## src/rtl/sample_packetizer_pkg.sv

```systemverilog
// sample_packetizer_pkg: shared state encoding, header default and checksum helper
package sample_packetizer_pkg;
  typedef enum logic [2:0] {IDLE, HDR, SEQ, REQ, WAIT, SEND, CSUM} packetStateT;
  localparam logic [7:0] DEFAULT_HEADER = 8'hA5;
  function automatic logic [7:0] checksum(input logic [7:0] sum);
    return 8'h00 - sum;
  endfunction
endpackage

```

## src/rtl/sample_packetizer_tx.sv

```systemverilog
// packet_tx_reg: single-entry output register; a loaded byte holds until the transmitter takes it
module packet_tx_reg (
  input  logic       Clock,
  input  logic       Reset,
  input  logic       Load,
  input  logic [7:0] LoadData,
  input  logic       TxReady,
  output logic       TxValid,
  output logic [7:0] TxData,
  output logic       Transfer
);
  assign Transfer = TxValid && TxReady;
  always_ff @(posedge Clock or negedge Reset)
    if (!Reset) begin
      TxValid <= 1'b0;
      TxData <= 8'h00;
    end else if (Load) begin
      TxValid <= 1'b1;
      TxData <= LoadData;
    end else if (Transfer) TxValid <= 1'b0;
endmodule

```

## src/rtl/sample_packetizer.sv

```systemverilog
// sample_packetizer: reads a capture from DataStorage and frames it as header/seq/payload/checksum
module sample_packetizer
  import sample_packetizer_pkg::*;
#(
  parameter int         PAYLOAD_BYTES  = 16,
  parameter logic [7:0] HEADER_BYTE    = DEFAULT_HEADER,
  parameter int         TIMEOUT_CYCLES = 64
) (
  input  logic       Clock,
  input  logic       Reset,
  input  logic       DataReadyToSend,
  output logic       ReadEnable,
  input  logic [7:0] DataIn,
  input  logic       DataValid,
  output logic [7:0] TxData,
  output logic       TxValid,
  input  logic       TxReady,
  output logic       Busy,
  output logic       Error,
  output logic [7:0] SeqNum
);
  packetStateT state, nextState;
  logic [7:0] byteCount, runSum, loadData;
  logic [9:0] timeoutCount;
  logic abortFlag, transfer, timeout, lastByte, txLoad;
  assign lastByte = byteCount == 8'(PAYLOAD_BYTES - 1);
  assign timeout = state == WAIT && !DataValid && timeoutCount == 10'(TIMEOUT_CYCLES - 1);
  always_ff @(posedge Clock or negedge Reset)
    if (!Reset) state <= IDLE;
    else state <= nextState;
  always_comb begin
    nextState = state;
    case (state)
      IDLE: nextState = DataReadyToSend ? HDR : IDLE;
      HDR: nextState = transfer ? SEQ : HDR;
      SEQ: nextState = transfer ? REQ : SEQ;
      REQ: nextState = WAIT;
      WAIT: nextState = (DataValid || timeout) ? SEND : WAIT;
      SEND: nextState = !transfer ? SEND : lastByte ? CSUM : abortFlag ? SEND : REQ;
      CSUM: nextState = transfer ? IDLE : CSUM;
      default: nextState = IDLE;
    endcase
  end
  // The holding register is loaded on entry to each Tx state, so TxValid tracks those states
  always_comb begin
    ReadEnable = state == REQ;
    Busy = state != IDLE;
    txLoad = (state == IDLE && DataReadyToSend) || (state == HDR && transfer) ||
             (state == WAIT && (DataValid || timeout)) ||
             (state == SEND && transfer && (lastByte || abortFlag));
    loadData = state == IDLE ? HEADER_BYTE :
               state == HDR ? SeqNum :
               state == WAIT ? (DataValid ? DataIn : 8'h00) :
               lastByte ? checksum(runSum + TxData) : 8'h00;
  end
  always_ff @(posedge Clock or negedge Reset)
    if (!Reset) begin
      byteCount <= 8'h00;
      runSum <= 8'h00;
      timeoutCount <= 10'd0;
      abortFlag <= 1'b0;
      Error <= 1'b0;
      SeqNum <= 8'h00;
    end else begin
      if (state == IDLE) begin
        byteCount <= 8'h00;
        runSum <= 8'h00;
      end
      if (transfer && state != CSUM) runSum <= runSum + TxData;
      if (transfer && state == SEND && !lastByte) byteCount <= byteCount + 8'd1;
      timeoutCount <= state == WAIT ? timeoutCount + 10'd1 : 10'd0;
      if (timeout) begin
        Error <= 1'b1;
        abortFlag <= 1'b1;
      end
      if (transfer && state == CSUM) begin
        SeqNum <= SeqNum + 8'd1;
        abortFlag <= 1'b0;
      end
    end
  packet_tx_reg txReg (
    .Clock(Clock),
    .Reset(Reset),
    .Load(txLoad),
    .LoadData(loadData),
    .TxReady(TxReady),
    .TxValid(TxValid),
    .TxData(TxData),
    .Transfer(transfer)
  );
endmodule
```

## config.mk

```make
export PLATFORM = sky130hd
export DESIGN_NAME = sample_packetizer
export DESIGN_NICKNAME = d
export VERILOG_FILES = /design/src/rtl/sample_packetizer_pkg.sv /design/src/rtl/sample_packetizer_tx.sv /design/src/rtl/sample_packetizer.sv
export SDC_FILE = /design/constraint.sdc
export NUM_CORES = 1
export LEC_CHECK = 0
export BUFFER_PORTS_ARGS = -buffer_cell sky130_fd_sc_hd__buf_2
export CORE_UTILIZATION = 63
export DETAILED_ROUTE_END_ITERATION = 16
export PLACE_DENSITY_LB_ADDON = 0.1
export SLEW_MARGIN = 20
export SYNTH_ARGS = -nofsm -noshare
export SYNTH_HDL_FRONTEND = slang
export SYNTH_SLANG_ARGS = --single-unit
```

## constraint.sdc

```tcl
create_clock -name Clock -period 4.8 [get_ports Clock]
set_input_delay 0.24 -clock Clock [delete_from_list [all_inputs] [get_ports Clock]]
set_output_delay 0.24 -clock Clock [all_outputs]
set_load 0.02 [all_outputs]
```

Word-level counts from Yosys, hierarchy flattened

Index checks and enable logic that the tools add are counted.

Register bits after elaboration: 48
Input port bits: 13
Output and inout bits: 20
Logic and storage cells: 69

Add/sub/neg operators: 5
Equal/unequal tests: 9
Multiplexer cells: 22
Reductions and logical operators: 24

Operators by type and width:

| cell                                                              | number |
|---|---|
| 8-bit two-way mux                                                 | 8 |
| 3-bit one-hot mux with 7 select lines                             | 1 |
| 8-bit by 1-bit adder with 8-bit output, second input constant     | 2 |
| 3-bit two-way mux                                                 | 4 |
| 1-bit logical AND                                                 | 11 |
| 10-bit by 1-bit adder with 10-bit output, second input constant   | 1 |
| 10-bit by 6-bit == test with 1-bit output, second input constant  | 1 |
| 10-bit two-way mux                                                | 1 |
| 3-bit == test, second input constant                              | 3 |
| 8-bit adder                                                       | 1 |
| 8-bit by 4-bit == test with 1-bit output, second input constant   | 1 |
| 2-bit nonzero test                                                | 4 |
| 1-bit by 8-bit subtractor with 8-bit output, first input constant | 1 |
| 1-bit two-way mux                                                 | 7 |
| 3-bit by 2-bit == test with 1-bit output, second input constant   | 2 |
| 1-bit logical OR                                                  | 5 |
| 3-bit by 1-bit == test with 1-bit output, second input constant   | 1 |
| 3-bit logical NOT                                                 | 1 |
| 3-bit != test, second input constant                              | 1 |
| 3-bit nonzero test                                                | 1 |
| 1-bit logical NOT                                                 | 2 |
| 2-bit two-way mux                                                 | 1 |

Logic depth before layout (Yosys ltp)

Depth after elaboration: 8
Gate-level depth with buffers: 10
Mapped depth without buffers: 10

By module

From an unflattened synthesis, not the netlist that was laid out.

Cells, all modules: 294
Area total of the unflattened synthesis: 2829.0 um^2

Modules (own cells, without submodules):

| module            | instances | cells each | area an instance (um^2) | sequential area each (um^2) |
|---|---|---|---|---|
| sample_packetizer | 1         | 273        | 2453.6                  | 975.9 |
| packet_tx_reg     | 1         | 21         | 375.4                   | 225.2 |

Worst setup path after synthesis

Ideal clock, no wire load.

Kind: flip-flop to flip-flop
Start: register txReg.TxData[0]
End: register txReg.TxData[7]
Setup time: 0.069 ns
Arrival: 2.643 ns
Required time: 4.731 ns
Setup slack: 2.088 ns
Cell stages (with the launch flop): 8
Path buffers: 0
Period minus slack after synthesis: 2.712 ns
Cells stage by stage: dfrtp_1 > ha_1 > fa_1 > a211oi_1 > nor4b_1 > or4_1 > or4b_1 > nand3_1

Longest elaborated chain between the ends: 6

Ends and longest elaborated chain:

| item                                        | RTL line                   | text |
|---|---|---|
| from (decl)                                 | sample_packetizer_tx.sv:9  | `output logic [7:0] TxData,` |
| from (signal assigned)                      | sample_packetizer_tx.sv:19 | `TxData <= LoadData;` |
| 8-bit adder                                 | sample_packetizer.sv:54    | `lastByte ? checksum(runSum + TxData) : 8'h00;` |
| 1-bit by 8-bit subtractor with 8-bit output | sample_packetizer_pkg.sv:6 | `return 8'h00 - sum;` |
| 8-bit two-way mux                           | sample_packetizer.sv:54    |  |
| 8-bit two-way mux                           | sample_packetizer.sv:53    | `state == WAIT ? (DataValid ? DataIn : 8'h00) :` |
| 8-bit two-way mux                           | sample_packetizer.sv:52    | `state == HDR ? SeqNum :` |
| 8-bit two-way mux                           | sample_packetizer.sv:51    | `loadData = state == IDLE ? HEADER_BYTE :` |

No other way between the ends.
A chain may end at the register's enable or synchronous reset.

Final worst setup path

Ends and elaborated chain as after synthesis.

==> results.sh <==
export IMPL_cts_sinks=48
export IMPL_coreArea_um2=4115
export IMPL_r2r_start="txReg.TxData[0]"
export IMPL_hold_end="txReg.TxValid"
export IMPL_die_x_um=68.52
export IMPL_drt_antenna_violating_nets=0
export IMPL_maxCapViolations=0
export IMPL_whs_ps=179.9
export IMPL_clk_pin_slew_worst_paths_ps=90
export IMPL_synth_top_area_share_pct=43.09
export IMPL_initial_core_util_pct=67.74
export IMPL_critPathLaunchType="flop"
export IMPL_clk_latency_ps=300
export IMPL_slew_headroom_pct=29.35
export IMPL_p_switching_w=0.0007934
export IMPL_synth_area_um2=2788
export IMPL_syn_inst=298
export IMPL_crit_type="flop to flop"
export IMPL_overflow=0
export IMPL_nets=356
export IMPL_wl_per_cell_um=15.20
export IMPL_grt_pass1_vias=2195
export IMPL_period_share_pct=57.91
export IMPL_synthTopCellsByArea="dfrtp_1 43%, ha_1 4.9%, o21ai_0 4.5%"
export IMPL_reg2regPathDepth=7
export IMPL_syn_nets=323
export IMPL_p_leak_nw=1.502
export IMPL_finalHoldViolCount=0
export IMPL_synth_most_common_cell="dfrtp_1"
export IMPL_synth_warnings=0
export IMPL_synthDistinctLibCells=51
export IMPL_path_max_fanout=5
export IMPL_viasPerCell=6.005
export IMPL_cts_buffer_depth=2
export IMPL_ys_ff_latch=48
export IMPL_synth_main_ff_cell="dfrtp_1"
export IMPL_power_frac_seq_pct=33.4
export IMPL_drt_first_iter_violations=154
export IMPL_synth_edf_count=0
export IMPL_power_density_nw_per_um2=574.1
export IMPL_combPwrFrac_pct=49.9
export IMPL_drive_gt1_share_pct=15.06
export IMPL_critPathRequiredTime_ps=5050
export IMPL_swShare_pct=44.52
export IMPL_intPower_w=0.0009887
export IMPL_vias=2294
export IMPL_critical_path_arrival_ps=3030
export IMPL_grt_antenna_before_repair=0
export IMPL_grt_max_degree=49
export IMPL_clockRootBuffer="clkbuf_8"
export IMPL_place_hpwl_um=4252
export IMPL_fin_skew_ps=8.030
export IMPL_ys_seq_area_share_pct=43.09
export IMPL_grt_pass1_wl_um=9604
export IMPL_min_path_cells=2
export IMPL_finalWirelength_um=5808
export IMPL_setup_viol=0
export IMPL_reg2reg_to="txReg.TxData[7]"
export IMPL_diodes=0
export IMPL_p_clk_share_pct=16.7
export IMPL_gp_congestion=0.9024
export IMPL_fmax_mhz=359.8
export IMPL_rows=23
export IMPL_die_h_um=68.52
export IMPL_crit_path_end_kind="flop"
export IMPL_netlist_top_cells_count="48 x dfrtp_1, 32 x nor2_1, 31 x nand2_1"
export IMPL_drc=0
export IMPL_vdd_ir_drop_max_uv=234.6
export IMPL_rsz0062_at_grt="false"
export IMPL_worst_slew_pin_slew_ps=1052
export IMPL_synth_async_reset_ratio_pct=100.0
export IMPL_syn_avg_cell_area_um2=9.355
export IMPL_io_buffers=32
export IMPL_synth_largest_area_cell="dfrtp_1"
export IMPL_fin_setup_tns_ps=0
export IMPL_ios=33
export IMPL_dr_pass1_iters=4
export IMPL_r2r_slack_ps=2020
export IMPL_syn_to_final_growth_pct=11.36
export IMPL_finalCriticalPeriod_ps=2780
export IMPL_htreeDepth=2
export IMPL_die_area_um2=4695
export IMPL_hold_path_class="primary input to flop"
export IMPL_slew_violations=0
export IMPL_min_from="TxReady"
export IMPL_cts_resized=0
export IMPL_globalRouteTotalUtil_pct=27.61
export IMPL_status="finished, final reports clean"
export IMPL_cts_buffers=5
export IMPL_tritoncts="yes"
kinds of logic (layout without fill, tap and decap cells):
logic type | Yosys count | in the layout | synth area share, %
DFF | 48 | 48 | 43.09
adders and majority gates | 12 | 12 | 5.655
AOI/OAI and AO/OA | 63 | 63 | 15.26
and+or+nand+nor | 126 | 126 | 23.20
muxes | 8 | 8 | 2.917
xor gates and xnor gates | 22 | 22 | 6.912
buffers and inverters | 19 | 53 | 2.962
per-stage QoR:
stage	setup WS (ps)	cell area [um2]	std cells	utilization (%)	total power, W
after CTS	2018	3092	381	75.13	0.001779
after global placement	2093	2977	373	72.33	0.001460
final	2020	3104	382	75.43	0.001782
after floorplan	2088	2788	298	-	0.001262
after global routing	1833	3104	382	75.43	0.001930
after detailed placement	2039	2977	373	72.33	0.001472
power groups by stage:
stage / registers (W) / clock network [W] / logic [W]
final: 0.000595 / 0.000298 / 0.000890
after global routing: 0.000608 / 0.000319 / 0.00100
after CTS: 0.000594 / 0.000304 / 0.000881
after detailed placement: 0.000602 / 0 / 0.000870
after global placement: 0.000597 / 0 / 0.000863
after floorplan: 0.000605 / 0 / 0.000657
state kept, by name (all words and copies together) (netlist names), 3 cells and up:
| signal | cells |
|---|---|
| txReg.TxData | 8 |
| runSum | 8 |
| SeqNum | 8 |
| timeoutCount | 10 |
| byteCount | 8 |
| state | 3 |
layout by cell type (no fill, tap or decap), types with 3 or more instances in the layout:
cell type	instances
dfrtp_1	48
nor2_1	32
nand2_1	31
buf_2	31
o21ai_0	25
nand3_1	21
xnor2_1	12
inv_1	11
ha_1	11
xor2_1	10
and3_1	7
a21oi_1	7
mux2i_1	7
nor2b_1	5
a211oi_1	5
clkbuf_8	5
and2_1	4
o31ai_1	4
nand4_1	4
nor3_1	3
or4_1	3
o311ai_0	3
or3_1	3
a221o_1	3
a221oi_1	3
final cells by class:
cell class | instances | area (um2)
Multi-Input combinational cell | 231 | 1504
Clock buffer | 5 | 68.82
Inverter | 11 | 41.29
Clock inverter | 3 | 46.29
Tap cell | 50 | 62.56
Timing Repair Buffer | 34 | 180.2
Fill cell | 305 | 1011
Sequential cell | 48 | 1201
worst max path at each step:
stage                                from         endpoint  slack [ps]  cells after the start
after floorplan           txReg.TxData[0]  txReg.TxData[7]        2090                      7
after CTS                 txReg.TxData[0]  txReg.TxData[7]        2020                      7
after global routing      txReg.TxData[0]  txReg.TxData[7]        1830                      7
final                     txReg.TxData[0]  txReg.TxData[7]        2020                      7
after detailed placement  txReg.TxData[0]  txReg.TxData[7]        2040                      7
after global placement    txReg.TxData[0]  txReg.TxData[7]        2090                      7
repair_timing:
item                      4_1_cts  5_1_grt
hold buffers                    0        1
hold endpoints to repair        0       44
buffers inserted                0        0
worst max-delay path, stage by stage (launching register included):
cell	delay, ps
dfrtp_1	410
ha_1	230
fa_1	400
a211oi_1	350
nor4b_1	100
or4_1	610
or4b_1	550
nand3_1	80
layer usage:
layer | vias to the layer above | track usage, % | share of wire (%)
li1 | 1146 | - | -
met1 | 1085 | 36.77 | 47
met2 | 58 | 46.08 | 47
met3 | 5 | 4.934 | 5.0
met4 | 0 | 7.552 | 0.62
met5 | - | 0 | 0
Power figures use the tool's default switching activity.
